<file path="src/rtl/bb_sequencer.sv">
// bb_sequencer -- fetch/execute sequencer for the black_bean core.
//
// Fetches one instruction byte from mem[PC] into IR, decodes it and executes it
// as a single bus transfer by steering the register-controller and ALU enables.
// Memory access is a one-outstanding read/write handshake completed by
// i_mem_ready.
//
// Ports:
//   clk, rst_n             clock, asynchronous active-low reset
//   i_start                start pulse, honoured only in IDLE/HALT
//   i_data                 shared data bus (instruction byte during fetch)
//   i_mem_ready            memory completes the current access this cycle
//   o_unit_reg_input_en    one-hot register write enable (1 AR, 2 DR0, 3 DR1, 5 PC)
//   o_unit_reg_output_en   one-hot register bus drive enable (same map)
//   o_unit_alu_output_en   one-hot ALU function/drive select
//   o_mem_addr_source      1 = address from PC, 0 = address from AR
//   o_pc_counter_en        PC increment strobe
//   o_mem_rd, o_mem_wr     memory read / write requests
//   o_ir                   instruction register
//   o_busy, o_halted       status
//
// state | meaning
// ------+-----------------------------------------------------------
// IDLE  | after reset, IR cleared, all outputs low, waits for i_start
// FETCH | read mem[PC] until i_mem_ready, latch IR, bump PC
// EXEC  | one-cycle decode; MOVE/ALU finish here, LOAD/STORE go to MEM
// MEM   | LOAD/STORE data transfer at mem[AR] until i_mem_ready
// HALT  | IR = 8'hFF executed, waits for i_start

module bb_sequencer #(
    parameter int DATA_WIDTH = 8
) (
    input  logic                  clk,
    input  logic                  rst_n,
    input  logic                  i_start,
    input  logic [DATA_WIDTH-1:0] i_data,
    input  logic                  i_mem_ready,
    output logic [5:0]            o_unit_reg_input_en,
    output logic [5:0]            o_unit_reg_output_en,
    output logic [5:0]            o_unit_alu_output_en,
    output logic                  o_mem_addr_source,
    output logic                  o_pc_counter_en,
    output logic                  o_mem_rd,
    output logic                  o_mem_wr,
    output logic [DATA_WIDTH-1:0] o_ir,
    output logic                  o_busy,
    output logic                  o_halted
);

    typedef enum logic [2:0] {
        S_IDLE  = 3'd0,
        S_FETCH = 3'd1,
        S_EXEC  = 3'd2,
        S_MEM   = 3'd3,
        S_HALT  = 3'd4
    } state_t;

    localparam logic [1:0] CLS_MOVE  = 2'b00;
    localparam logic [1:0] CLS_LOAD  = 2'b01;
    localparam logic [1:0] CLS_STORE = 2'b10;
    localparam logic [1:0] CLS_ALU   = 2'b11;

    state_t                state_q, state_d;
    logic [DATA_WIDTH-1:0] ir_q, ir_d;

    logic [1:0] ir_cls;
    logic [2:0] ir_src;
    logic [2:0] ir_dst;
    logic       ir_is_halt;

    // Indices 6 and 7 select no unit at all.
    function automatic logic [5:0] unit_onehot(input logic [2:0] idx);
        logic [5:0] res;
        res = 6'd0;
        if (idx < 3'd6) begin
            res[idx] = 1'b1;
        end
        return res;
    endfunction

    // Only the low byte of IR is decoded; wider IR bits are carried but ignored.
    assign ir_cls     = ir_q[7:6];
    assign ir_src     = ir_q[5:3];
    assign ir_dst     = ir_q[2:0];
    assign ir_is_halt = (ir_q[7:0] == 8'hFF);

    always_ff @(posedge clk or negedge rst_n) begin
        if (!rst_n) begin
            state_q <= S_IDLE;
            ir_q    <= '0;
        end else begin
            state_q <= state_d;
            ir_q    <= ir_d;
        end
    end

    always_comb begin
        state_d              = state_q;
        ir_d                 = ir_q;
        o_unit_reg_input_en  = 6'd0;
        o_unit_reg_output_en = 6'd0;
        o_unit_alu_output_en = 6'd0;
        o_mem_addr_source    = 1'b0;
        o_pc_counter_en      = 1'b0;
        o_mem_rd             = 1'b0;
        o_mem_wr             = 1'b0;
        o_busy               = 1'b0;
        o_halted             = 1'b0;

        case (state_q)
            S_IDLE: begin
                if (i_start) begin
                    state_d = S_FETCH;
                end
            end

            S_HALT: begin
                o_halted = 1'b1;
                if (i_start) begin
                    state_d = S_FETCH;
                end
            end

            S_FETCH: begin
                o_busy            = 1'b1;
                o_mem_rd          = 1'b1;
                o_mem_addr_source = 1'b1;
                if (i_mem_ready) begin
                    o_pc_counter_en = 1'b1;
                    ir_d            = i_data;
                    state_d         = S_EXEC;
                end
            end

            S_EXEC: begin
                o_busy = 1'b1;
                case (ir_cls)
                    CLS_MOVE: begin
                        o_unit_reg_output_en = unit_onehot(ir_src);
                        o_unit_reg_input_en  = unit_onehot(ir_dst);
                        state_d              = S_FETCH;
                    end
                    CLS_ALU: begin
                        if (ir_is_halt) begin
                            state_d = S_HALT;
                        end else begin
                            o_unit_alu_output_en = unit_onehot(ir_src);
                            o_unit_reg_input_en  = unit_onehot(ir_dst);
                            state_d              = S_FETCH;
                        end
                    end
                    default: begin
                        state_d = S_MEM;
                    end
                endcase
            end

            S_MEM: begin
                o_busy = 1'b1;
                if (ir_cls == CLS_LOAD) begin
                    o_mem_rd = 1'b1;
                    // The destination captures the bus only once the data is valid.
                    if (i_mem_ready) begin
                        o_unit_reg_input_en = unit_onehot(ir_dst);
                    end
                end else if (ir_cls == CLS_STORE) begin
                    o_mem_wr             = 1'b1;
                    o_unit_reg_output_en = unit_onehot(ir_src);
                end
                if (i_mem_ready) begin
                    state_d = S_FETCH;
                end
            end

            default: begin
                state_d = S_IDLE;
            end
        endcase
    end

    assign o_ir = ir_q;

endmodule

</file>
<file path="config.mk">
export PLATFORM = sky130hd
export DESIGN_NAME = bb_sequencer
export DESIGN_NICKNAME = d
export VERILOG_FILES = /design/src/rtl/bb_sequencer.sv
export SDC_FILE = /design/constraint.sdc
export NUM_CORES = 1
export LEC_CHECK = 0
export ABC_CLOCK_PERIOD_IN_PS = 4000
export BUFFER_PORTS_ARGS = -buffer_cell sky130_fd_sc_hd__buf_2
export CAP_MARGIN = 0
export CORE_ASPECT_RATIO = 1.2
export CORE_MARGIN = 4
export CORE_UTILIZATION = 30
export CTS_CLUSTER_DIAMETER = 150
export CTS_CLUSTER_SIZE = 28
export DETAILED_ROUTE_END_ITERATION = 7
export GPL_TIMING_DRIVEN = 1
export PLACE_DENSITY_LB_ADDON = 0.15
export REMOVE_ABC_BUFFERS = 1
export SLEW_MARGIN = 25
export SYNTH_ARGS = -nofsm -noshare
export SYNTH_HDL_FRONTEND = slang
export SYNTH_SLANG_ARGS = --single-unit
</file>
<file path="constraint.sdc">
create_clock -name clk -period 4 [get_ports clk]
set_clock_uncertainty 0.15 [all_clocks]
set_input_delay 0.8 -clock clk [delete_from_list [all_inputs] [get_ports clk]]
set_output_delay 0.8 -clock clk [all_outputs]
set_load 0.02 [all_outputs]
</file>
After elaboration in Yosys (flattened, before gate mapping)
Index checks and enable logic that the tools add are counted.

Register bits after elaboration: 11. Bits in latches: 0. RAM bits: 0. Bits in read-only memories: 0. Input port bits: 12. Word-level logic and storage cells: 61. Memories kept: 0.

Add/sub/neg operators: 0. $mul: 0. Divide/modulo/power cells: 0. $lt $le $gt $ge: 6. Equality and inequality tests: 11. Shifts and indexed selects: 0. Mux-type cells: 34. Bitwise operators: 0. Reductions and logical operators: 8.

Operator list (number): $mux W6 (11); $pmux W6 S2 (3); $mux W3 (4); $pmux W3 S4 (1); $mux W1 (11); $eq A8 B8 Y1 const B (1); $lt A3 B4 Y1 const B (2); $demux W1 S3 (2); $eq A3 B2 Y1 const B (2); $ge A3 B1 Y1 const B (2); $lt A3 B3 Y1 const B (2); $pmux W3 S2 (1); $eq A2 B2 Y1 const B (2); $ne A2 B2 Y1 const B (2); $eq A3 B1 Y1 const B (1); $eq A3 B3 Y1 const B (1); $logic_not A3 Y1 (1); $reduce_and A3 Y1 (1); $reduce_or A3 Y1 (1); $eq A2 B1 Y1 const B (1); $logic_and A1 B1 Y1 (2); $logic_not A2 Y1 (1); $ne A2 B1 Y1 const B (1); $pmux W1 S2 (1); other kinds (2) (2).

Logic depth before layout (Yosys ltp)
Word-level depth: 8. Depth in mapped cells: 5. Depth with buffers taken out: 5.

Least setup slack after synthesis
OpenSTA, ideal clock, no wires.

Kind: register -> output. From: register ir_q[6], in the netlist o_ir[6]. To: output port o_unit_reg_input_en[4]. Arrival: 1918 ps. Data required time: 3050 ps. Path slack: 1132 ps. Stages on the path, launching flop included: 6. Buffers on the path: 0. Cells stage by stage: dfrtp_1 > inv_1 > ha_1 > nor2_1 > a21oi_1 > nor4b_1.

Longest elaborated chain between the ends: 4. Elaborated cells between the ends (all ways): 8. Those cells by class: eq/ne: 3; mux: 4; reduce/logical: 1.

Ends and longest elaborated chain: start, declared (line 64) `logic [DATA_WIDTH-1:0] ir_q, ir_d;`; start signal, assigned (line 93) `ir_q <= ir_d;`; $eq A8 B8 Y1 (line 85) `assign ir_is_halt = (ir_q[7:0] == 8'hFF);`; $mux W6 (line 144) `if (ir_is_halt) begin`; $pmux W6 S2 (line 137) `case (ir_cls)`; $pmux W6 S2 * (line 110) `case (state_q)`; end, declared (line 38) `output logic [5:0] o_unit_reg_input_en,`.

Every way passes the cells marked *; elsewhere a longest branch is shown, timed or not.

Worst setup path in the final report
From: register ir_q[6], in the netlist o_ir[6]. To: output port o_unit_reg_input_en[2].

Same word-level chain as after synthesis.

==> flow_summary.toml <==
[logic_synthesis]
syn_area_sq_um = 820
synth_ff_type = "dfrtp_1"
synthCells = 95
yosys-top-cells-area = "dfrtp_1 34%, mux2_2 11%, ha_1 6.1%"
ys_seq_area_frac = 0.336
syn_avg_cell_area_sq_um = 8.63
synth_seq_cells = 11
synth_top_cell_area_share = 0.336
synth_edf_count = 0
yosysWarningCount = 0
synth_top_area_cell = "dfrtp_1"
ys_types = 32
async_flop_share = 1.00

[cells_and_area]
nNetsFinal = 155
final_util = 0.418
fin_cells = 171
finalInstanceArea_sq_um = 1080
area_growth_pct = 31.6
drive_gt1_frac = 0.420
antennaDiodeCount = 0

[timing]
slew_headroom = 0.715
worstMarginPinSlew_ns = 0.424
setup_viol = 0
drv_slew = 0
finalCritPeriodShare = 0.703
fin_ws_ns = 1.19
rsz0062_at_grt = "no"
fmax_mhz = 355
setup_tns_ns = 0
finalHoldViolations = 0
fin_crit_ns = 2.81

[die]
ios = 44
rows = 20
chipHeight_um = 65.3
core-area_sq_um = 2580
start_util = 0.318
die_x_um = 55.7
dieArea_sq_um = 3640

[critical_path]
reg2reg_slack_ns = 2.28
cp.arrival_ns = 1.86
crit_fanout = 5
worstSetupPathType = "flip-flop to output pin"
slowest_stage = "dfrtp_1"
crit_required_ns = 3.05
cpPeakStageDelay_ns = 0.40
cp-start-kind = "flip-flop"
cp_cell_sequence = "inv_1 > ha_1 > nor3b_1 > o21ai_0 > a211oi_1 > buf_2"
end_kind = "output pin"

[detailed_routing]
final_antenna_net_count = 0
first_pass_iters = 4
drt-initial-drc-count = 22
viasPerCell = 4.86
vias = 831
post_drt_wl_per_cell_um = 12.5
finalWirelength_mm = 2.14
drc = 0

[clocking]
path_clk_slew_ns = 0.07
clk_path_buf_depth = 2
clk_latency_ns = 0.27
cts_sinks = 11
cts_root_buf = "clkbuf_4"
post-cts-setup-buffers = 0
ctsResizeCount = 0
hold_buffers = 0
cts_tree = "yes"
htree_levels = 1
numCtsBuffers = 3

[global_route]
overflow = 0
grt_pass1_wl_mm = 3.64
antenna_found_initial = 0
grt_pass1_vias = 785
grt_max_degree = 14
grt_util_all_layers = 0.126

[place]
dp_hpwl_mm = 1.67
dpl_worst_slack_ns = 1.33
routabilityCongestion = 0.757
place_inst = 167
port_buffers = 43
dpl-instance-area_sq_um = 1050

[run]
maxCapViolCount = 0

[pwr]
ir_drop_mv = 0.302
power_per_cell_area_nw_per_um2 = 737
p_leak_nw = 0.548

[min_path]
hold_class = "primary input to asynchronous set/reset pin"

[outcome]
outcome = "completed"
## metal layers
layer,vias to the layer above,GRT usage,share of wire
li1,423,-,-
met1,381,0.158,0.44
met2,23,0.203,0.49
met3,4,0.0275,0.058
met4,0,0.0638,0.016
met5,-,0,0
## power by group
part           switching [mW]  internal (mW)
Combinational           0.261          0.193
Clock                  0.0365         0.0386
Sequential              0.103          0.162
## final timing paths
path,start,endpoint,cells after the start
min in group clk,state_q[2],state_q[1],1
max in group asynchronous,rst_n,o_ir[3],1
worst min register to register,state_q[2],state_q[1],1
worst max register to register,state_q[0],o_ir[5],4
worst max-delay path,o_ir[6],o_unit_reg_input_en[2],6
worst min-delay path,rst_n,state_q[1],1
## synth_stat cells (2+ instances only)
library cell and number:
a21oi_1 4, and3b_1 2, buf_4 3, dfrtp_1 11, ha_1 4, inv_1 6
mux2_2 8, nand2_1 7, nand2b_1 2, nand3b_1 3, nor2_1 10, nor2b_1 4
nor3_1 7, nor3b_1 2, nor4_1 3, o21ai_0 2, or3_1 2
## sequential cells by signal, indices dropped and copies added (netlist names)
signal   count
state_q      3
o_ir         8
## cell usage in the layout, fill, tap and decap left out, drive strengths merged, types with 2 or more instances in the layout
master,netlist,final
buf,4,44
mux2,8,8
inv,7,7
nor2b,4,4
nand2b,2,2
nand2,7,7
and3b,2,2
nor3b,2,2
nand3b,3,3
or3,2,2
nor2,10,10
ha,4,4
clkbuf,1,4
o21ai,3,3
dfrtp,11,11
a21oi,4,4
nor3,7,7
nor4,3,3
## metrics by stage
step | hold slack (ns) | total power, mW
6_report | 0.237 | 0.795
5_1_grt | 0.247 | 0.870
4_1_cts | 0.243 | 0.802
3_5_place_dp | 0.407 | 0.723
3_3_place_gp | 0.402 | 0.721
2_1_floorplan | 0.341 | 0.573
## kinds of logic (layout without fill, tap and decap cells)
logic type | count (synthesis) | count (layout) | share of synthesized area
and+or+nand+nor | 48 | 48 | 0.330
AOI/OAI and AO/OA | 12 | 12 | 0.0931
buffers and inverters | 12 | 55 | 0.0702
DFF | 11 | 11 | 0.336
muxes | 8 | 8 | 0.110
adders and majority gates | 4 | 4 | 0.0611
## area by class of cell
cell class | count | area, sq um
Fill cell | 264 | 1500
Tap cell | 33 | 41.3
Multi-Input combinational cell | 72 | 487
Sequential cell | 11 | 275
Timing Repair Buffer | 44 | 223
Clock buffer | 4 | 26.3
Inverter | 7 | 26.3
## critical path, delay by kind of cell, from the launching register on
family / cells / cell delay, ns
AO/OA/AOI/OAI: 2 / 0.41
AND/OR/NAND/NOR: 1 / 0.17
adder cells (fa/ha/maj): 1 / 0.33
flip-flops: 1 / 0.40
buffers and inverters: 2 / 0.29
No activity file was read; power rests on OpenSTA's default activity.
